<file path="src/rtl/scsi_fifo.sv">
// scsi_fifo: 8 x 32-bit longword FIFO between the SCSI byte engine and the
// DMA/CPU longword bus. SCSI bytes are packed into / unpacked from longwords
// through a 2-bit byte pointer (BO, big-endian: BO=0 -> bits 31:24).
//
// Ports:
//   CLK, nRESET          clock, asynchronous active-low reset
//   FLUSH                synchronous clear of NI, NO, count, BO (data kept)
//   DMADIR               transfer direction, informational only
//   INCBO/INCNI/INCNO    SCSI-side pointer advances
//   S2F, SCSI_DIN        SCSI byte write into lane BO of entry NI
//   SCSI_DOUT            lane BO of entry NO
//   DMA_WR/BE/DIN        longword write into entry NI with byte enables
//   DMA_INCNI/INCNO      DMA-side pointer advances
//   DMA_DOUT             entry NO
//   FIFOEMPTY/FIFOFULL   count == 0 / count == 8
//   BOEQ3/BOEQ0          BO == 3 / BO == 0
//
// Optional macro SCSI_FIFO_ERR_EN adds sticky FIFO_OVF / FIFO_UNF outputs.
module scsi_fifo (
  input  logic        CLK,
  input  logic        nRESET,
  input  logic        FLUSH,
  input  logic        DMADIR,
  input  logic        INCBO,
  input  logic        INCNI,
  input  logic        INCNO,
  input  logic        S2F,
  input  logic [7:0]  SCSI_DIN,
  output logic [7:0]  SCSI_DOUT,
  input  logic        DMA_WR,
  input  logic [3:0]  DMA_BE,
  input  logic [31:0] DMA_DIN,
  input  logic        DMA_INCNI,
  input  logic        DMA_INCNO,
  output logic [31:0] DMA_DOUT,
  output logic        FIFOEMPTY,
  output logic        FIFOFULL,
  output logic        BOEQ3,
  output logic        BOEQ0
`ifdef SCSI_FIFO_ERR_EN
  ,
  output logic        FIFO_OVF,
  output logic        FIFO_UNF
`endif
);

  logic [31:0] mem_q [8];
  logic [31:0] mem_d [8];
  logic [2:0]  ni_q, ni_d, no_q, no_d;
  logic [3:0]  cnt_q, cnt_d;
  logic [1:0]  bo_q, bo_d;

  logic        incni, incno, full, empty, wr_ok;
  logic [31:0] be_mask, entry;
  logic        ovf_set, unf_set;

  // DMADIR has no effect on the symmetric datapath.
  logic unused_dmadir;
  assign unused_dmadir = DMADIR;

  assign incni = INCNI | DMA_INCNI;
  assign incno = INCNO | DMA_INCNO;
  assign full  = (cnt_q == 4'd8);
  assign empty = (cnt_q == 4'd0);
  // A full FIFO still accepts a write when the head is popped in the same cycle.
  assign wr_ok = ~full | incno;

  assign be_mask = {{8{DMA_BE[3]}}, {8{DMA_BE[2]}}, {8{DMA_BE[1]}}, {8{DMA_BE[0]}}};

  assign ovf_set = full & ~incno & (incni | S2F | DMA_WR);
  assign unf_set = empty & incno;

  always_comb begin
    mem_d = mem_q;
    ni_d  = ni_q;
    no_d  = no_q;
    cnt_d = cnt_q;
    bo_d  = bo_q;
    entry = mem_q[ni_q];
    if (FLUSH) begin
      ni_d  = '0;
      no_d  = '0;
      cnt_d = '0;
      bo_d  = '0;
    end else begin
      // DMA lanes first, then the SCSI byte overrides its lane.
      if (DMA_WR) entry = (entry & ~be_mask) | (DMA_DIN & be_mask);
      if (S2F)    entry[{~bo_q, 3'b000} +: 8] = SCSI_DIN;
      if (wr_ok && (DMA_WR || S2F)) mem_d[ni_q] = entry;

      if (INCBO) bo_d = bo_q + 2'd1;

      if (incni && incno) begin
        // At empty the pop is dropped; otherwise count is unchanged.
        ni_d = ni_q + 3'd1;
        if (empty) cnt_d = 4'd1;
        else       no_d  = no_q + 3'd1;
      end else if (incni && !full) begin
        ni_d  = ni_q + 3'd1;
        cnt_d = cnt_q + 4'd1;
      end else if (incno && !empty) begin
        no_d  = no_q + 3'd1;
        cnt_d = cnt_q - 4'd1;
      end
    end
  end

  always_ff @(posedge CLK or negedge nRESET) begin
    if (!nRESET) begin
      ni_q  <= '0;
      no_q  <= '0;
      cnt_q <= '0;
      bo_q  <= '0;
      for (int unsigned i = 0; i < 8; i++) mem_q[i] <= '0;
    end else begin
      ni_q  <= ni_d;
      no_q  <= no_d;
      cnt_q <= cnt_d;
      bo_q  <= bo_d;
      mem_q <= mem_d;
    end
  end

`ifdef SCSI_FIFO_ERR_EN
  logic ovf_q, ovf_d, unf_q, unf_d;

  always_comb begin
    ovf_d = ovf_q;
    unf_d = unf_q;
    if (FLUSH) begin
      ovf_d = 1'b0;
      unf_d = 1'b0;
    end else begin
      if (ovf_set) ovf_d = 1'b1;
      if (unf_set) unf_d = 1'b1;
    end
  end

  always_ff @(posedge CLK or negedge nRESET) begin
    if (!nRESET) begin
      ovf_q <= 1'b0;
      unf_q <= 1'b0;
    end else begin
      ovf_q <= ovf_d;
      unf_q <= unf_d;
    end
  end

  assign FIFO_OVF = ovf_q;
  assign FIFO_UNF = unf_q;
`else
  // Overflow and underflow are silently dropped.
  logic unused_err;
  assign unused_err = ovf_set | unf_set;
`endif

  assign SCSI_DOUT = mem_q[no_q][{~bo_q, 3'b000} +: 8];
  assign DMA_DOUT  = mem_q[no_q];
  assign FIFOEMPTY = empty;
  assign FIFOFULL  = full;
  assign BOEQ3     = (bo_q == 2'd3);
  assign BOEQ0     = (bo_q == 2'd0);

endmodule

</file>
<file path="config.mk">
export PLATFORM = sky130hd
export DESIGN_NAME = scsi_fifo
export DESIGN_NICKNAME = d
export VERILOG_FILES = /design/src/rtl/scsi_fifo.sv
export SDC_FILE = /design/constraint.sdc
export NUM_CORES = 1
export LEC_CHECK = 0
export CORE_MARGIN = 2
export CORE_UTILIZATION = 45
export CTS_CLUSTER_DIAMETER = 120
export DETAILED_ROUTE_END_ITERATION = 10
export HOLD_SLACK_MARGIN = 0.06
export PLACE_DENSITY_LB_ADDON = 0.1
export REMOVE_ABC_BUFFERS = 1
export SLEW_MARGIN = 15
export SYNTH_ARGS = -nofsm -noshare
export SYNTH_HDL_FRONTEND = slang
export SYNTH_SLANG_ARGS = --single-unit
</file>
<file path="constraint.sdc">
create_clock -name CLK -period 6.45 [get_ports CLK]
set_input_delay 1.935 -clock CLK [delete_from_list [all_inputs] [get_ports CLK]]
set_output_delay 1.935 -clock CLK [all_outputs]
set_load 0.01 [all_outputs]
</file>
==> run metrics <==
Max Root-Sink Buffers 3; crit-path max FO 33; routability cong. 0.863; clock-pin slew on the worst setup and hold paths 0.06 ns; Setup WS pre-CTS 1.45 ns; first-pass GRT wire length between 70,000 and 80,000 um; period utilization 86.1%; Detailed Route WL just over 50,000 um; Synth area leaders dfrtp_1 (45%), mux4_2 (9.8%), nor2_1 (7.2%), mux2_2 (6.0%), a31oi_1 (5.7%); Detailed Place HPWL 31,300 um; RR Endpoint mem_q[63]$_DFFE_PN0P_; vias in the first global route 12,197; Synth top area share between 40% and 50%; grt total ovfl 0; latest clock arrival within the worst-skew pair between 0.5 and 0.6 ns; VDD IR-drop max between 0.2 and 0.25 mV; largest net degree at the start of global routing 120; Ant. Diodes 0; WP data required around 4.5 ns; Vias/cell 6.40; Adder-Cell Fraction of Synth Area 0.969%; leading area contributor after synthesis dfrtp_1; Synth Area in Simple Gates ~11%; Core Box Area around 33,000 um2; unrepaired setup endpoints after global routing no; largest family of logic cells by synthesized area compound AO/OA/AOI/OAI gates; Fin. Hold Viols 0; synthesized cell area 15,000 um2; Final setup violation count 0; highest clock rate roughly 180 MHz; critical path endpoint SCSI_DOUT[3]; EDFF count, synth 0; Primary FF master, synth dfrtp_1; Pwr Density 458 nW/um2; CTS root buf clkbuf_16; Synth Instances 1,435; Leak Pwr roughly 6.7 nW; CTS resizes 0; Hold WC Path Type register to register; Crit. path cell count 6; Ports 99; Inserted Clock Buffers 34; Total Routing Usage GR 29.6%; post-synthesis mux area share 17.7%; Worst R2R Start ni_q[0]$_DFFE_PN0P_; FP Rows 66; setup slack after layout 0.899 ns; Buf/Inv on CP 2; Syn Area/Cell 10.4 um2; run status complete, no violations; Hold Path Cell Cnt 2; Netlist cell types between 60 and 70; drt wl/cell between 20 and 30 um; Post-synth ARST share 100%; number of max-cap violations 0; die area 34,700 um2; R2R depth 6; H-tree depth 2; Critical Path Source no_q[0]$_DFFE_PN0P_; slowest stage cell, crit path dfrtp_4; Fill cells just under 3,000; critical-path cell list buf_4, mux4_2, mux2_2, o22ai_1, nor2_1, clkdlybuf4s50_1; FF+latch count, synth 268; Starting Density 45.9%; Tmin final between 5 and 6 ns; Final #Nets about 1,500; complex-gate fraction of the synthesized area 21.1%; Initial DRC Count around 1,100; # DRC 0; Die X-Extent 186 um; Area growth, synth to finish 15.9%; xor/xnor cell area share of the yosys netlist less than 1%; CTS Sinks 268; worst slew pin tran 1.20 ns; initial antenna violation count 0; Fin Setup TNS 0 ns; slowest stage delay, CP 0.95 ns; crit-path leading delay family flip-flops; Port Buf Inserts 97; Setup Crit Path Kind register to output pin; Ys Warns 0; area of the multi-input gates roughly 7700 um2; TritonRoute pass-1 iters 6; ANT nets after route 0; sequential fraction of the synthesis area 44.8%; die height 186 um; relative slew slack about a fifth; clk_skew 0.0170 ns; layout cell share with drive strength beyond 1 18.0%; Critical Path Source Type register; critical path arrival 3.62 ns; CTS tree done; crit end category output pin; FF/Latch Area 6720 um2; vias 12,419; Post-CTS Setup Bufs 0; Final Max Tran Viols 0; R2R Setup Slk 2.95 ns; hold_buf cts 0
==> layout by cell type, fill, tap and decap left out, types with 5 or more instances in the layout <==
master | netlist | routed
a2bb2oi_2 | 5 | 5
nor2_1 | 286 | 286
o221ai_2 | 6 | 6
ha_1 | 10 | 10
a221oi_1 | 23 | 23
o221ai_1 | 8 | 8
clkbuf_1 | 46 | 12
xnor2_1 | 6 | 6
o21a_1 | 14 | 14
a211oi_1 | 7 | 7
nor2b_1 | 5 | 5
a21oi_1 | 148 | 148
clkdlybuf4s50_1 | 0 | 96
o22ai_1 | 22 | 22
and2_1 | 15 | 12
nand2_1 | 36 | 36
a221o_1 | 15 | 15
a22oi_1 | 26 | 26
mux2_2 | 80 | 80
mux2i_1 | 25 | 25
buf_4 | 6 | 19
o2bb2ai_1 | 7 | 7
a22oi_2 | 6 | 6
clkbuf_16 | 0 | 37
mux4_2 | 65 | 65
inv_1 | 6 | 6
nor3_1 | 9 | 9
o21ai_0 | 23 | 23
dfrtp_1 | 268 | 262
buf_12 | 0 | 9
a31oi_1 | 137 | 137
==> cell families after synthesis <==
| logic type | count (synthesis) |
|---|---|
| AOI/OAI and AO/OA | 469 |
| xor gates and xnor gates | 8 |
| adders and majority gates | 11 |
| and+or+nand+nor | 381 |
| buffers and inverters | 125 |
| DFF | 268 |
| muxes | 173 |
==> report_power, final <==
part           internal (mW)  switching, mW  leakage (nW)
combinational           1.70           1.52          2.96
sequential              2.33          0.569          3.22
clock                   1.10          0.725         0.514
==> state kept, by name (all words and copies together), names as in the netlist <==
signal / flops
no_q: 3
ni_q: 3
mem_q: 256
bo_q: 2
cnt_q: 4
==> per-layer routing <==
metal  global-route usage [%]  part of all wire, %  vias to the layer above
li1                         -                    -                     5514
met1                     41.0                   42                     6236
met2                     46.7                   47                      556
met3                     4.87                  7.4                      113
met4                     11.6                  3.8                        0
met5                        0                    0                        -
==> final cells by class <==
| type | count | area share, % |
|---|---|---|
| multi-input combinational | 1042 | 44.4 |
| sequential | 268 | 38.7 |
| timing repair buffer | 125 | 7.48 |
| clock buffer | 51 | 5.75 |
| tap | 442 | 3.19 |
| clock inverter | 6 | 0.332 |
| inverter | 7 | 0.151 |
==> how the worst min path moves through the flow <==
stage	start	end	slack, ns
after floorplan	mem_q[38]$_DFFE_PN0P_	mem_q[38]$_DFFE_PN0P_	0.50
after detailed placement	mem_q[136]$_DFFE_PN0P_	mem_q[136]$_DFFE_PN0P_	0.54
after global routing	mem_q[168]$_DFFE_PN0P_	mem_q[168]$_DFFE_PN0P_	0.57
after global placement	mem_q[83]$_DFFE_PN0P_	mem_q[83]$_DFFE_PN0P_	0.52
after CTS	mem_q[152]$_DFFE_PN0P_	mem_q[152]$_DFFE_PN0P_	0.55
final	mem_q[172]$_DFFE_PN0P_	mem_q[172]$_DFFE_PN0P_	0.55
==> metrics by stage <==
step           instances  utilization (%)  hold WS, ns  area [um2]  power [mW]
2_1_floorplan       1317                -        0.504       14400        4.94
3_3_place_gp        1884             50.0        0.522       16300        6.04
4_1_cts             1941             53.2        0.553       17400        7.97
6_report            1941             53.2        0.550       17400        7.95
3_5_place_dp        1884             50.0        0.538       16300        6.11
5_1_grt             1941             53.2        0.571       17400        8.42
==> cell usage after synthesis, types with 7 or more instances <==
library cell,number
nor2_1,286
dfrtp_1,268
a21oi_1,148
a31oi_1,137
mux2_2,80
mux4_2,65
buf_2,53
clkbuf_1,46
nand2_1,36
a22oi_1,26
mux2i_1,25
a221oi_1,23
o21ai_0,23
o22ai_1,22
a221o_1,15
and2_1,15
o21a_1,14
ha_1,10
buf_1,9
nor3_1,9
o221ai_1,8
a211oi_1,7
o2bb2ai_1,7
==> tightest hold or removal path: stages, from the launching register on <==
cell and delay (ns):
dfrtp_1 0.36, nor2_1 0.05, a21oi_1 0.10
No activity file was read; power rests on OpenSTA's default activity.
